**config.mk**
```make
export PLATFORM = sky130hd
export DESIGN_NAME = alu8_cmd_issuer_flat
export DESIGN_NICKNAME = d
export VERILOG_FILES = /design/src/rtl/alu8_cmd_issuer_if.sv /design/src/rtl/alu8_cmd_issuer.sv /design/src/flat_wrapper.sv
export SDC_FILE = /design/constraint.sdc
export NUM_CORES = 1
export LEC_CHECK = 0
export ABC_AREA = 1
export BUFFER_PORTS_ARGS = -buffer_cell sky130_fd_sc_hd__buf_2
export CAP_MARGIN = 20
export CORE_ASPECT_RATIO = 1.4
export CORE_UTILIZATION = 48
export CTS_CLUSTER_SIZE = 40
export DETAILED_ROUTE_END_ITERATION = 12
export HOLD_SLACK_MARGIN = 0.06
export PLACE_DENSITY = 0.76
export SKIP_CTS_REPAIR_TIMING = 1
export SLEW_MARGIN = 15
export SYNTH_ARGS = -nofsm -noshare
export SYNTH_HDL_FRONTEND = slang
export SYNTH_SLANG_ARGS = --single-unit
```
**constraint.sdc**
```tcl
create_clock -name clk -period 1.4 [get_ports clk]
set_input_delay 0.35 -clock clk [delete_from_list [all_inputs] [get_ports clk]]
set_output_delay 0.35 -clock clk [all_outputs]
set_load 0.1 [all_outputs]
```
**src/rtl/alu8_cmd_issuer_if.sv**
```systemverilog
// Request/response handshake bundle between a client and the ALU8 command issuer.
// The slave modport is the issuer side; the master modport is the client side.
interface alu8_cmd_issuer_if;
  logic       req_valid;
  logic       req_ready;
  logic [7:0] req_a;
  logic [7:0] req_b;
  logic [7:0] req_cmd;
  logic       rsp_valid;
  logic       rsp_ready;
  logic [7:0] rsp_data;
  logic       rsp_err;

  modport slave (
    input  req_valid,
    input  req_a,
    input  req_b,
    input  req_cmd,
    input  rsp_ready,
    output req_ready,
    output rsp_valid,
    output rsp_data,
    output rsp_err
  );

  modport master (
    output req_valid,
    output req_a,
    output req_b,
    output req_cmd,
    output rsp_ready,
    input  req_ready,
    input  rsp_valid,
    input  rsp_data,
    input  rsp_err
  );
endinterface

```
**src/rtl/alu8_cmd_issuer.sv**
```systemverilog
// Sequences one request into A/B/command loads on the shared ALU8 bus and returns ACC_i.
// Define ALU8_TIMEOUT_EN to bound the Done_i wait by TIMEOUT_CYCLES (error response).
module alu8_cmd_issuer #(
  parameter int unsigned TIMEOUT_CYCLES = 255
) (
  input  logic             clk,
  input  logic             reset,
  alu8_cmd_issuer_if.slave bus,
  output logic [7:0]       ABCmd_o,
  output logic             LoadA_o,
  output logic             LoadB_o,
  output logic             LoadCmd_o,
  input  logic [7:0]       ACC_i,
  input  logic             Done_i
);

  if ((TIMEOUT_CYCLES < 1) || (TIMEOUT_CYCLES > 65535)) begin : g_bad_timeout
    $error("alu8_cmd_issuer: TIMEOUT_CYCLES must be within 1..65535");
  end

  localparam logic [2:0] StIdle  = 3'd0;
  localparam logic [2:0] StLdA   = 3'd1;
  localparam logic [2:0] StLdB   = 3'd2;
  localparam logic [2:0] StLdCmd = 3'd3;
  localparam logic [2:0] StWait  = 3'd4;
  localparam logic [2:0] StResp  = 3'd5;

  logic [2:0] state_q, state_d;
  logic [7:0] a_q, a_d;
  logic [7:0] b_q, b_d;
  logic [7:0] cmd_q, cmd_d;
  logic [7:0] rsp_data_q, rsp_data_d;

`ifdef ALU8_TIMEOUT_EN
  localparam logic [16:0] TimeoutLimit = 17'(TIMEOUT_CYCLES);

  logic [15:0] cnt_q, cnt_d;
  logic [16:0] cnt_inc;
  logic        rsp_err_q, rsp_err_d;

  assign cnt_inc = {1'b0, cnt_q} + 17'd1;
`endif

  always_comb begin
    state_d    = state_q;
    a_d        = a_q;
    b_d        = b_q;
    cmd_d      = cmd_q;
    rsp_data_d = rsp_data_q;
`ifdef ALU8_TIMEOUT_EN
    cnt_d      = cnt_q;
    rsp_err_d  = rsp_err_q;
`endif
    case (state_q)
      StIdle: begin
        if (bus.req_valid) begin
          a_d     = bus.req_a;
          b_d     = bus.req_b;
          cmd_d   = bus.req_cmd;
          state_d = StLdA;
        end
      end
      StLdA:   state_d = StLdB;
      StLdB:   state_d = StLdCmd;
      StLdCmd: begin
        state_d = StWait;
`ifdef ALU8_TIMEOUT_EN
        cnt_d   = '0;
`endif
      end
      StWait: begin
        // A level already high on entry counts as completion; no edge detect.
        if (Done_i) begin
          rsp_data_d = ACC_i;
          state_d    = StResp;
`ifdef ALU8_TIMEOUT_EN
          rsp_err_d  = 1'b0;
        end else if (cnt_inc >= TimeoutLimit) begin
          cnt_d      = cnt_inc[15:0];
          rsp_data_d = 8'h00;
          rsp_err_d  = 1'b1;
          state_d    = StResp;
        end else begin
          cnt_d      = cnt_inc[15:0];
`endif
        end
      end
      StResp: begin
        if (bus.rsp_ready) begin
          state_d = StIdle;
        end
      end
      default: state_d = StIdle;
    endcase
  end

  always_ff @(posedge clk) begin
    if (reset) begin
      state_q    <= StIdle;
      a_q        <= 8'h00;
      b_q        <= 8'h00;
      cmd_q      <= 8'h00;
      rsp_data_q <= 8'h00;
`ifdef ALU8_TIMEOUT_EN
      cnt_q      <= 16'h0000;
      rsp_err_q  <= 1'b0;
`endif
    end else begin
      state_q    <= state_d;
      a_q        <= a_d;
      b_q        <= b_d;
      cmd_q      <= cmd_d;
      rsp_data_q <= rsp_data_d;
`ifdef ALU8_TIMEOUT_EN
      cnt_q      <= cnt_d;
      rsp_err_q  <= rsp_err_d;
`endif
    end
  end

  // Bus and strobes decode straight from state so each load lasts exactly one cycle.
  always_comb begin
    ABCmd_o   = 8'h00;
    LoadA_o   = 1'b0;
    LoadB_o   = 1'b0;
    LoadCmd_o = 1'b0;
    case (state_q)
      StLdA: begin
        ABCmd_o = a_q;
        LoadA_o = 1'b1;
      end
      StLdB: begin
        ABCmd_o = b_q;
        LoadB_o = 1'b1;
      end
      StLdCmd: begin
        ABCmd_o   = cmd_q;
        LoadCmd_o = 1'b1;
      end
      default: ;
    endcase
  end

  assign bus.req_ready = (state_q == StIdle) && !reset;
  assign bus.rsp_valid = (state_q == StResp);
  assign bus.rsp_data  = rsp_data_q;
`ifdef ALU8_TIMEOUT_EN
  assign bus.rsp_err   = rsp_err_q;
`else
  assign bus.rsp_err   = 1'b0;
`endif

endmodule

```
**src/flat_wrapper.sv**
```systemverilog
// flat-port wrapper written by rule: the top's interface ports become plain ports
module alu8_cmd_issuer_flat 
#(
  parameter int unsigned TIMEOUT_CYCLES = 255
)
  (clk, reset, ABCmd_o, LoadA_o, LoadB_o, LoadCmd_o, ACC_i, Done_i, bus_req_valid, bus_req_a, bus_req_b, bus_req_cmd, bus_rsp_ready, bus_req_ready, bus_rsp_valid, bus_rsp_data, bus_rsp_err);
  alu8_cmd_issuer_if bus_i ();
  input  logic clk;
  input  logic reset;
  output logic [7:0] ABCmd_o;
  output logic LoadA_o;
  output logic LoadB_o;
  output logic LoadCmd_o;
  input  logic [7:0] ACC_i;
  input  logic Done_i;
  input wire logic [$bits(bus_i.req_valid)-1:0] bus_req_valid;
  input wire logic [$bits(bus_i.req_a)-1:0] bus_req_a;
  input wire logic [$bits(bus_i.req_b)-1:0] bus_req_b;
  input wire logic [$bits(bus_i.req_cmd)-1:0] bus_req_cmd;
  input wire logic [$bits(bus_i.rsp_ready)-1:0] bus_rsp_ready;
  output wire logic [$bits(bus_i.req_ready)-1:0] bus_req_ready;
  output wire logic [$bits(bus_i.rsp_valid)-1:0] bus_rsp_valid;
  output wire logic [$bits(bus_i.rsp_data)-1:0] bus_rsp_data;
  output wire logic [$bits(bus_i.rsp_err)-1:0] bus_rsp_err;
  assign bus_i.req_valid = bus_req_valid;
  assign bus_i.req_a = bus_req_a;
  assign bus_i.req_b = bus_req_b;
  assign bus_i.req_cmd = bus_req_cmd;
  assign bus_i.rsp_ready = bus_rsp_ready;
  assign bus_req_ready = bus_i.req_ready;
  assign bus_rsp_valid = bus_i.rsp_valid;
  assign bus_rsp_data = bus_i.rsp_data;
  assign bus_rsp_err = bus_i.rsp_err;
  alu8_cmd_issuer #(.TIMEOUT_CYCLES(TIMEOUT_CYCLES)) u_core (.clk(clk), .reset(reset), .bus(bus_i), .ABCmd_o(ABCmd_o), .LoadA_o(LoadA_o), .LoadB_o(LoadB_o), .LoadCmd_o(LoadCmd_o), .ACC_i(ACC_i), .Done_i(Done_i));
endmodule
```
* Yosys cells after proc, flatten, opt, wreduce, memory -nomap -nowiden
Index checks and enable logic that the tools add are counted.
** Operators by class
- Multiplexer cells :: 8
- Reductions and logical operators :: 6
- Equal/unequal tests :: 8
** Operators by type and width (count)
- 8-bit case mux with 3 select lines :: 1
- 3-bit case mux with 6 select lines :: 1
- 3-bit 2-to-1 mux :: 3
- 3-bit by 2-bit equality test with 1-bit output, second input constant :: 2
- 3-bit equality test, second input constant :: 2
- 2-bit != test, second input constant :: 3
- 2-bit AND reduction :: 2
- 3-bit by 1-bit equality test with 1-bit output, second input constant :: 1
- 3-bit logical NOT :: 1
- 1-bit 2-to-1 mux :: 3
- 3-bit AND reduction :: 1
- 1-bit logical AND :: 1
- 1-bit logical NOT :: 1
** Word-level totals
- Input bits :: 37
- Logic and storage cells :: 27
- Output and inout port bits :: 22
- Bits in registers :: 35

* Depth between registers and ports, before layout
- Depth after elaboration :: 3
- Mapped depth :: 6
- Gate-level depth less buffers :: 5

* Worst setup path after synthesis
No wires, ideal clock.
- Path type :: register to output
- From :: register u_core.state_q[1]
- To :: output bus_req_ready
- Setup slack :: -2.278 ns
- Data arrival time :: 3.328 ns
- Required time :: 1.050 ns
- Cell stages (with the launch flop) :: 3
- Path buffers :: 1
- Cells stage by stage :: dfxtp_1 -> buf_6 -> nor4_1
** Between the ends
- Word-level cells in the longest chain between the ends :: 2
** Ends and longest elaborated chain
- from (decl) :: line alu8_cmd_issuer.sv:28 : logic [2:0] state_q, state_d;
- from (signal assigned) :: line alu8_cmd_issuer.sv:99 : state_q <= StIdle;
- from (signal assigned) :: line alu8_cmd_issuer.sv:109 : state_q <= state_d;
- 3-bit logical NOT :: line alu8_cmd_issuer.sv:144 : assign bus.req_ready = (state_q == StIdle) && !reset;
- 1-bit logical AND :: line alu8_cmd_issuer.sv:144
- to (decl) :: line flat_wrapper.sv:21 : output wire logic [$bits(bus_i.req_ready)-1:0] bus_req_ready;
Every way passes these cells.

* Worst setup path after layout
- From :: register u_core.state_q[2]
- To :: output ABCmd_o[7]
** Between the ends
- Word-level cells in the longest chain between the ends :: 2
- Elaborated cells on any way between the ends :: 4
- Classes of those cells :: eq/ne: 3; mux: 1
** Ends and longest elaborated chain
- 3-bit by 2-bit equality test with 1-bit output or 3-bit by 1-bit equality test with 1-bit output (tied branches) :: line alu8_cmd_issuer.sv:127 : case (state_q)
- 8-bit case mux with 3 select lines * :: line alu8_cmd_issuer.sv:127
- to (decl) :: line flat_wrapper.sv:10 : output logic [7:0] ABCmd_o;
Mark *: on every way between the ends. The rest lies on a longest branch, timed or not.

==> flow_summary.toml <==
[run_status]
outcome = "complete, but fails checks"
violations = "setup timing"

[clocking]
clkTransAtPathRegs_ps = 70
clockBufferDepth = 2
cts-root-buf = "clkbuf_8"
cts_buffers = 5
clock_sinks = 35
htree_levels = 2
clk_latency_ps = 280
cts_tree = "yes"

[logic_synthesis]
synth_top_cell_by_area = "dfxtp_1"
synth_fp_nets = 229
synth_area_leaders = "dfxtp_1, o21ai_0, inv_1"
post_synth_inst_count = 192
syn-cell-area_sq_um = 1570
syn_area_per_cell_sq_um = 8.19
yosysUniqueCellTypes = 21
synth-seq-cells = 35
synth_top_area_frac = 0.446
seq_area_frac_synth = 0.446
yosys_warnings = 0

[pwr]
p_per_area_nw_per_um2 = 1320
ir_worst_vdd_uv = 1080
leakage_nw = 1.06

[global_route]
grt_pass1_vias = 1521
grt_pass1_wl_um = 6630
grt_start_max_net_pins = 31
grtUsageTotal = 0.249
grt-ovfl-total = 0
antenna_found_initial = 0

[layout]
syn2layout_area_growth_pct = 68.1
antenna_cells = 0
nNetsFinal = 304
fin_util = 0.847
stdcell_area_sq_um = 2640
drive_above_1_share = 0.485
final_cell_mix = "inv_1, buf_2, dfxtp_1, a21oi_1, buf_12"

[detailed_routing]
routedWlPerCell_um = 13.0
viasPerCell = 4.96
drt_wl_total_um = 3980
drtAntennaViolNets = 0
num_vias = 1524
drt_iter0_markers = 27
dr.pass1.iters = 4
drc = 0

[placed_design]
io_buffers = 57
pre_cts_ws_ps = -61.2
gp_congestion = 0.841
dp_hpwl_um = 3120
placed_area_sq_um = 2490

[sta]
layout_setup_ws_ps = -371
rsz0062_at_grt = "true"
hold_violations = 0
skew_ps = 2.01
drv_slew = 0
max_freq_mhz = 565
fin_crit_ps = 1770
setup_viol = 13
min_period_over_period = 1.26

[die]
io_pins = 59
fp.dieH_um = 69.7
rows = 24
dieArea_sq_um = 3510
start_util = 0.504
core_area_sq_um = 3120
dieWidth_um = 50.4

[hold_path]
hold_path.class = "in -> reg"

[worst_setup_path]
start_kind = "flop"
crit_fanout = 4
arrival_ps = 1420
required_ps = 1050
crit_type = "reg -> out"
endpoint_kind = "output port"

[run]
drv_cap = 0
==> flip-flops by register name, summed over array words and instances, names as in the netlist <==
| register | cells |
|---|---|
| u_core.cmd_q | 8 |
| u_core.state_q | 3 |
| u_core.bus.rsp_data | 8 |
| u_core.a_q | 8 |
| u_core.b_q | 8 |
==> Yosys cell counts <==
master	n
a21oi_1	24
a21oi_2	10
buf_1	1
buf_4	3
buf_6	5
clkbuf_1	2
conb_1	1
dfxtp_1	35
inv_1	41
inv_2	1
nand2_1	15
nand3_1	2
nand3_2	3
nand3_4	2
nand4_1	2
nor2_1	2
nor2_8	1
nor3_1	1
nor4_1	1
o21ai_0	32
o221ai_1	8
==> worst paths after layout <==
check,startpoint,end,cells past startpoint,slack [ps]
hold reg to reg,u_core.bus.rsp_data[1]$_SDFFE_PP0P_,u_core.bus.rsp_data[1]$_SDFFE_PP0P_,2,450
setup / recovery,u_core.state_q[2]$_SDFFE_PP0P_,ABCmd_o[7],5,-370
setup reg to reg,u_core.state_q[1]$_SDFFE_PP0P_,u_core.a_q[5]$_SDFFE_PP0P_,6,40
hold / removal,reset,u_core.state_q[1]$_SDFFE_PP0P_,2,310
==> metrics by stage <==
stage	hold slack [ps]	power, mW	cells	TNS (ps)
CTS	314	3.48	306	-4530
finish	315	3.49	307	-4020
global route	319	3.64	307	-4760
detailed placement	438	2.55	298	-412
global placement	428	2.52	298	-210
floorplan	412	2.10	192	-6610
==> worst max-delay path, cell delays in order (launching register included) <==
cell	delay, ps
dfxtp_4	360
inv_6	80
nand3_2	100
buf_4	200
o221ai_4	200
buf_12	200
==> cell type report <==
cell class                      count  area, sq um
Clock buffer                        6         82.6
Clock inverter                      2         35.0
Fill cell                         169          479
Inverter                           42          179
Multi-Input combinational cell    104          826
Sequential cell                    35          712
Tap cell                           39         48.8
Timing Repair Buffer               79          761
==> cell families after synthesis <==
kind of cell / after synthesis / synth area share
buf+inv: 53 / 0.158
flops: 35 / 0.446
compound gates: 74 / 0.278
other cells: 1 / 0.00238
simple gates: 29 / 0.116
==> layer usage <==
metal / vias to the layer above / share of wire / GRT usage
met1: 690 / 0.39 / 0.264
met5: - / 0 / 0
met3: 9 / 0.037 / 0.0548
met2: 38 / 0.56 / 0.458
met4: 0 / 0.019 / 0.0988
li1: 787 / - / -
==> report_power, final <==
| part | internal (mW) | total, mW | switching (mW) | leakage, nW |
|---|---|---|---|---|
| combinational | 0.526 | 1.38 | 0.855 | 0.705 |
| clock | 0.576 | 0.929 | 0.353 | 0.0612 |
| sequential | 1.11 | 1.18 | 0.0674 | 0.290 |
(Power assumes the default switching activity.)
